===== src/rtl/addacc_pkg.sv =====
// Shared types and default sizing for the signed add/sub/accumulate engine.
// Opcode encoding matches the operand stream: ADD=0, SUB=1, ACC=2, CLR=3.
package addacc_pkg;

    typedef enum logic [1:0] {
        OP_ADD = 2'd0,
        OP_SUB = 2'd1,
        OP_ACC = 2'd2,
        OP_CLR = 2'd3
    } op_e;

    localparam int DEF_WIDTH = 4;
    localparam int DEF_ACC_W = 8;

    // Signed range of the default accumulator; sat_clip derives the same limits for any ACC_W.
    localparam int DEF_ACC_MAX = (1 << (DEF_ACC_W - 1)) - 1;
    localparam int DEF_ACC_MIN = -(1 << (DEF_ACC_W - 1));

endpackage


===== src/rtl/signed_addsub_acc_sat_clip.sv =====
// sat_clip: ACC_W+1-bit signed sum narrowed to ACC_W bits; combinational, no backpressure.
// Wraps by default; SIGNED_ADDSUB_ACC_SAT_EN clamps to the signed ACC_W range instead.
module sat_clip
    import addacc_pkg::*;
#(
    parameter int ACC_W = DEF_ACC_W
) (
    input  logic [ACC_W:0]   sum,
    output logic [ACC_W-1:0] clip,
    output logic             ovf
);

    localparam logic [ACC_W-1:0] SAT_MAX = {1'b0, {(ACC_W-1){1'b1}}};
    localparam logic [ACC_W-1:0] SAT_MIN = {1'b1, {(ACC_W-1){1'b0}}};

    // Range exit shows up as the extra sign bit disagreeing with the ACC_W sign bit.
    assign ovf = sum[ACC_W] ^ sum[ACC_W-1];

`ifdef SIGNED_ADDSUB_ACC_SAT_EN
    always_comb begin
        clip = sum[ACC_W-1:0];
        if (ovf) begin
            clip = sum[ACC_W] ? SAT_MIN : SAT_MAX;
        end
    end
`else
    assign clip = sum[ACC_W-1:0];
`endif

endmodule


===== src/rtl/signed_addsub_acc.sv =====
// Signed ADD/SUB/ACC/CLR engine on a valid-qualified operand stream (SAT option: SIGNED_ADDSUB_ACC_SAT_EN).
// Latency: fixed 2 cycles from in_valid to out_valid, one transaction per cycle.
// Backpressure: none; res/ovf hold their last value while out_valid is low.
module signed_addsub_acc
    import addacc_pkg::*;
#(
    parameter int WIDTH = DEF_WIDTH,
    parameter int ACC_W = DEF_ACC_W
) (
    input  logic             clk,
    input  logic             reset,
    input  logic             in_valid,
    input  logic [1:0]       op,
    input  logic [WIDTH-1:0] a,
    input  logic [WIDTH-1:0] b,
    output logic             out_valid,
    output logic [ACC_W-1:0] res,
    output logic             ovf,
    output logic             ovf_sticky
);

    generate
        if (WIDTH < 2 || WIDTH > 32) begin : g_bad_width
            $error("signed_addsub_acc: WIDTH must be within 2..32");
        end
        if (ACC_W < WIDTH + 1) begin : g_bad_acc_w
            $error("signed_addsub_acc: ACC_W must be at least WIDTH+1");
        end
    endgenerate

    logic             v1;
    op_e              op1;
    logic [WIDTH-1:0] a1;
    logic [WIDTH-1:0] b1;

    always_ff @(posedge clk or negedge reset) begin
        if (!reset) begin
            v1  <= 1'b0;
            op1 <= OP_ADD;
            a1  <= '0;
            b1  <= '0;
        end else begin
            v1 <= in_valid;
            if (in_valid) begin
                op1 <= op_e'(op);
                a1  <= a;
                b1  <= b;
            end
        end
    end

    logic [ACC_W-1:0] acc;
    logic [ACC_W-1:0] a_ext;
    logic [ACC_W-1:0] b_ext;
    logic [ACC_W-1:0] add_r;
    logic [ACC_W-1:0] sub_r;
    logic [ACC_W:0]   acc_sum;
    logic [ACC_W-1:0] acc_clip;
    logic             acc_ovf;

    assign a_ext = {{(ACC_W-WIDTH){a1[WIDTH-1]}}, a1};
    assign b_ext = {{(ACC_W-WIDTH){b1[WIDTH-1]}}, b1};

    // ACC_W >= WIDTH+1 keeps ADD/SUB exact, so only the accumulator path needs range checking.
    assign add_r = a_ext + b_ext;
    assign sub_r = a_ext - b_ext;

    assign acc_sum = {acc[ACC_W-1], acc} + {a_ext[ACC_W-1], a_ext};

    sat_clip #(
        .ACC_W (ACC_W)
    ) u_sat_clip (
        .sum  (acc_sum),
        .clip (acc_clip),
        .ovf  (acc_ovf)
    );

    // acc lives in this stage so back-to-back ACCs see the previous result without a bubble.
    always_ff @(posedge clk or negedge reset) begin
        if (!reset) begin
            out_valid  <= 1'b0;
            res        <= '0;
            ovf        <= 1'b0;
            ovf_sticky <= 1'b0;
            acc        <= '0;
        end else begin
            out_valid <= v1;
            if (v1) begin
                case (op1)
                    OP_ADD: begin
                        res <= add_r;
                        ovf <= 1'b0;
                    end
                    OP_SUB: begin
                        res <= sub_r;
                        ovf <= 1'b0;
                    end
                    OP_ACC: begin
                        acc        <= acc_clip;
                        res        <= acc_clip;
                        ovf        <= acc_ovf;
                        ovf_sticky <= ovf_sticky | acc_ovf;
                    end
                    OP_CLR: begin
                        acc        <= '0;
                        res        <= '0;
                        ovf        <= 1'b0;
                        ovf_sticky <= 1'b0;
                    end
                endcase
            end
        end
    end

endmodule


===== config.mk =====
export PLATFORM = sky130hd
export DESIGN_NAME = signed_addsub_acc
export DESIGN_NICKNAME = d
export VERILOG_FILES = /design/src/rtl/addacc_pkg.sv /design/src/rtl/signed_addsub_acc_sat_clip.sv /design/src/rtl/signed_addsub_acc.sv
export SDC_FILE = /design/constraint.sdc
export NUM_CORES = 1
export LEC_CHECK = 0
export ABC_AREA = 1
export ABC_CLOCK_PERIOD_IN_PS = 1700
export BUFFER_PORTS_ARGS = -buffer_cell sky130_fd_sc_hd__buf_2
export CAP_MARGIN = 40
export CORE_AREA = 2 2 63 65
export DETAILED_ROUTE_END_ITERATION = 16
export DIE_AREA = 0 0 65 67
export GPL_TIMING_DRIVEN = 1
export PLACE_DENSITY = 0.72
export SETUP_SLACK_MARGIN = 0.15
export SLEW_MARGIN = 20
export SYNTH_ARGS = -nofsm -noshare
export SYNTH_HDL_FRONTEND = slang
export SYNTH_SLANG_ARGS = --single-unit

===== constraint.sdc =====
create_clock -name clk -period 1.7 [get_ports clk]
set_input_delay 0.255 -clock clk [delete_from_list [all_inputs] [get_ports clk]]
set_output_delay 0.255 -clock clk [all_outputs]
set_load 0.01 [all_outputs]

## Word level (Yosys, flattened, before mapping)

Cells that the tools add are included.

- Equal/unequal tests: 3
- Multiplexer cells: 4
- $add $sub $neg: 3
- Bitwise operators: 2
- Reduce and logical (&&, ||, !) cells: 4

Operators by type and width:

| kind | count |
|---|---|
| 8-bit one-hot mux with 4 select lines | 1 |
| 8-bit one-hot mux with 2 select lines | 1 |
| 8-bit by 4-bit adder with 9-bit output | 1 |
| 4-bit by 4-bit adder with 5-bit output | 1 |
| 4-bit by 4-bit subtractor with 5-bit output | 1 |
| 2-bit equality test (second input constant) | 2 |
| 1-bit one-hot mux with 2 select lines | 2 |
| 3-bit OR reduction | 1 |
| 2-bit by 1-bit equality test with 1-bit output (second input constant) | 1 |
| 2-bit zero test | 1 |
| 2-bit AND reduction | 1 |
| 2-bit nonzero test | 1 |
| 1-bit OR | 1 |
| 1-bit XOR | 1 |

- Word-level logic and storage cells: 25
- Flip-flop bits (word level): 30
- Output and inout bits: 11
- Input port bits: 13

## Depth between registers and ports, before layout

- Word-level depth: 4
- Depth in mapped cells: 11
- Mapped depth without buffers: 11

## By module

A second synthesis with hierarchy kept.

- Cell total of the unflattened synthesis: 230
- Area total of the unflattened synthesis: 1900.6 sq um

By module, submodules not included:

| module | times used | area each (sq um) | cells each | sequential area each (sq um) |
|---|---|---|---|---|
| signed_addsub_acc | 1 | 1821.7 | 217 | 750.7 |
| sat_clip | 1 | 78.8 | 13 | 0.0 |

## Worst setup path after synthesis

Ideal clock, no wire load.

- Kind: register -> register
- From: reg a1[0]
- To: reg ovf_sticky
- Setup slack: 0.074 ns
- Arrival time: 1.553 ns
- Buffers on the path: 0
- Cell stages (with the launch flop): 10
- Setup time: 0.073 ns
- Period minus slack after synthesis: 1.626 ns
- Required time: 1.627 ns
- Cells stage by stage: dfrtp_1 > ha_1 > fa_1 > nand3_1 > nand2_1 > a21oi_1 > nand2_1 > nand2_1 > nand2_2 > a21oi_2

- Word-level cells in the longest chain between the ends: 4

Ends and longest elaborated chain:

| item | line | source |
|---|---|---|
| start: declaration | signed_addsub_acc.sv:33 | `logic [WIDTH-1:0] a1;` |
| start signal: assignment | signed_addsub_acc.sv:40 | `a1 <= '0;` |
| start signal: assignment | signed_addsub_acc.sv:46 | `a1 <= a;` |
| 8-bit by 4-bit adder with 9-bit output | signed_addsub_acc.sv:68 | `assign acc_sum = {acc[ACC_W-1], acc} + {a_ext[ACC_W-1], a_ext};` |
| 1-bit XOR | signed_addsub_acc_sat_clip.sv:17 | `assign ovf = sum[ACC_W] ^ sum[ACC_W-1];` |
| 1-bit OR | signed_addsub_acc.sv:102 | `ovf_sticky <= ovf_sticky \| acc_ovf;` |
| 1-bit one-hot mux with 2 select lines | signed_addsub_acc.sv:89 | `case (op1)` |
| end signal: assignment | signed_addsub_acc.sv:102 |  |
| end: declaration | signed_addsub_acc.sv:19 | `output logic ovf_sticky` |

Every way passes these cells.
A chain may end at the register's enable or synchronous reset.

## Worst setup path after layout

- From: reg a1[3]
- To: reg ovf_sticky

Same word-level chain as after synthesis.

==> results.yml <==
outcome:
  status: "complete, but fails checks"
  violations: "negative hold slack"
worst_setup_path:
  required_ps: 1920
  cp_max_fo: 5
  critPathArrivalTime_ps: 1900
  startpoint_type: "flop"
  crit_type: "reg -> reg"
  crit_path_end_kind: "flop"
floorplan:
  fp.dieArea_um2: 4355
  coreArea_um2: 3606
  dieWidth_um: 65
  ioPinCount: 24
  die_h_um: 67
  row_count: 22
  initial_core_util: 0.4979
clock_network:
  path_clk_slew_ps: 60
  cts_buffers: 5
  cts_hold_buf: 0
  cts_tree: "yes"
  clock_sinks: 30
  clock_path_buffers: 2
  cts-root-buf: "clkbuf_8"
  insertion_delay_ps: 290
  htree_levels: 2
synth:
  synth_compound_area_frac: 0.09617
  synth_cell_type_count: 23
  synth_xor_area_frac: 0.01463
  synth_simple_gate_area_frac: 0.2404
  netlist_instances: 220
  avgSynthCellArea_um2: 8.161
  synth_top_family_by_area: "simple AND/OR/NAND/NOR gates"
  synthMuxAreaShare: 0.02509
  yosysWarnings: 0
  syn_nets: 252
  seq_area_frac_synth: 0.4181
  synth_seq_cells: 30
  synth_fa_ha_area_frac: 0.1449
  synth.cell_area_um2: 1795
routing:
  top_layer: "met4"
  wl_met1_mm: 1.864
  routed_via_density: 5.170
  wirelength_mm: 4.490
  drt_iter0_markers: 85
  first_pass_iters: 4
  met3_length_um: 181
  drc: 0
  wire_per_inst_um: 14.44
  met2_length_mm: 2.341
  antenna_left: 0
  num_vias: 1608
job:
  cap_viol_max_count: 0
place:
  dpl.cell_count: 290
  io_buffers: 23
  post-dp-hpwl_mm: 2.747
  dpl_cell_area_um2: 1986
  gp_congestion: 0.8329
timing:
  max-slew-margin-rel: 0.5505
  hold_viol_final: 3
  grt_setup_unrepaired: "yes"
  fmax_mhz: 592.8
  min_period_over_period: 0.9923
  setup_viol: 0
  skew_ps: 4.741
  finalHoldWorstSlack_ps: -3.125
  drv_slew: 0
  timing.final.crit_period_ps: 1687
  worst_slew_pin_slew_ps: 674.2
power_and_ir_drop:
  pwr-share-comb: 0.480
  p_leak_nw: 1.232
  power.switching_mw: 1.310
  p_clk_frac: 0.203
  vdd_drop_max_mv: 0.5582
  power_density_nw_per_um2: 1339
  swShare: 0.3925
  p_int_mw: 2.028
  power_frac_seq: 0.317
final_layout:
  final_cells: 311
  finalInstanceArea_um2: 2494
  syn2layout_area_growth_pct: 38.88
  n_antenna_cell: 0
  drive_above_1_share: 0.4259
  finalNetCount: 294
  fill_cells: 276
global_routing:
  grt_pass1_wl_mm: 7.320
  antenna_found_initial: 0
  grt_max_degree: 31
  grt_usage: 0.2263
  overflow: 0
  grt_pass1_vias: 1600
min_path:
  hp-class: "in -> async"
## final timing paths
| path | start | to | slack (ps) | depth (start not counted) |
|---|---|---|---|---|
| setup / recovery | a1[3] | ovf_sticky | 10 | 12 |
| hold / removal | reset | b1[2] | -3 | 1 |
| setup reg to reg | a1[3] | ovf_sticky | 10 | 12 |
| hold reg to reg | ovf | ovf | 480 | 2 |
| max in group asynchronous | reset | a1[1] | 1210 | 1 |
| min in group clk | op[0] | op1[0] | 170 | 3 |
## flip-flops by register name, indices dropped and copies added (netlist names), 2 cells and up
| register | count |
|---|---|
| acc | 8 |
| res | 8 |
| a1 | 4 |
| b1 | 4 |
| op1 | 2 |
## layout make-up
class                           instances  area, um2  share of cell area
Sequential cell                        30      754.5              0.3026
Clock buffer                            8      110.1             0.04415
Tap cell                               48      60.06             0.02408
Inverter                               25      96.34             0.03864
Multi-Input combinational cell        161       1214              0.4867
Timing Repair Buffer                   39      259.0              0.1039
## cell families (layout without fill, tap and decap cells)
logic type                 after synthesis  count (layout)
buffers and inverters                   29              72
AOI/OAI and AO/OA                       31              31
DFF                                     30              30
adders and majority gates               19              19
muxes                                    4               4
and+or+nand+nor                        104             104
xor gates and xnor gates                 3               3
## placed cells by master (no fill, tap or decap), types with 4 or more instances in the layout
cell type	count
nand2_4	4
nand2_2	11
o21ai_1	5
nand3_2	6
inv_2	7
clkbuf_8	8
buf_2	23
buf_4	12
nand3_1	10
nor2_2	6
dfrtp_1	27
a21oi_1	7
nand2_1	52
ha_1	5
ha_4	10
nor2_1	10
o21ai_0	9
mux2_2	4
inv_1	17
## stage by stage
stage / TNS [ps] / util / total power, mW / setup WS [ps]
after detailed placement: -9.653 / 0.5507 / 2.111 / -5.038
after global routing: -559.6 / 0.6915 / 3.569 / -95.15
after floorplan: 0 / - / 1.811 / 152.4
final: 0 / 0.6915 / 3.339 / 13.14
after global placement: 0 / 0.5507 / 2.081 / 4.079
after CTS: 0 / 0.6475 / 3.050 / 43.41
## cells in the mapped netlist
| library cell | instances | share of area |
|---|---|---|
| nand2_1 | 65 | 0.14 |
| nand3_1 | 17 | 0.047 |
| inv_1 | 23 | 0.048 |
| a21oi_2 | 1 | 0.0049 |
| inv_2 | 2 | 0.0042 |
| o22a_1 | 1 | 0.0049 |
| o21ai_2 | 1 | 0.0049 |
| fa_1 | 3 | 0.033 |
| o21ai_0 | 15 | 0.042 |
| nand4_1 | 1 | 0.0035 |
| or2_0 | 1 | 0.0035 |
| a221oi_1 | 1 | 0.0049 |
| o211ai_1 | 1 | 0.0042 |
| dfrtp_1 | 30 | 0.42 |
| clkbuf_1 | 4 | 0.0084 |
| xor2_1 | 3 | 0.015 |
| ha_1 | 16 | 0.11 |
| a21oi_1 | 11 | 0.031 |
| nor3_1 | 2 | 0.0056 |
| nor2_2 | 3 | 0.010 |
| nand2_2 | 2 | 0.0070 |
| nor2_1 | 13 | 0.027 |
| mux2_2 | 4 | 0.025 |
## repair_timing
item                       in CTS  in global routing
setup endpoints to repair      14                 15
resized for setup              35                 34
pin swaps                      21                 19
cloned                          0                  0
buffers inserted                8                  5
## routing by layer
| metal | GRT usage | vias to the layer above |
|---|---|---|
| met5 | 0 | - |
| met4 | 0.1117 | 0 |
| met3 | 0.03716 | 12 |
| met2 | 0.3995 | 40 |
| met1 | 0.2657 | 760 |
| li1 | - | 796 |
## critical path, cell delays in order, from the launching register on
cell and delay (ps):
dfrtp_2 490, buf_12 160, ha_4 300, nand2_2 70
nand2_1 60, nand2_1 60, nand2_2 80, inv_1 40
nand2_1 50, nand2_1 50, nand2_1 80, nand2_2 70
a21oi_2 120
## power by group through the flow
stage	registers (mW)	clock network (mW)	logic, mW
detailed placement	1.03	0	1.08
global route	1.08	0.732	1.76
finish	1.06	0.678	1.60
global placement	1.03	0	1.05
CTS	1.05	0.699	1.30
floorplan	1.05	0	0.765
No activity file was read; power rests on OpenSTA's default activity.
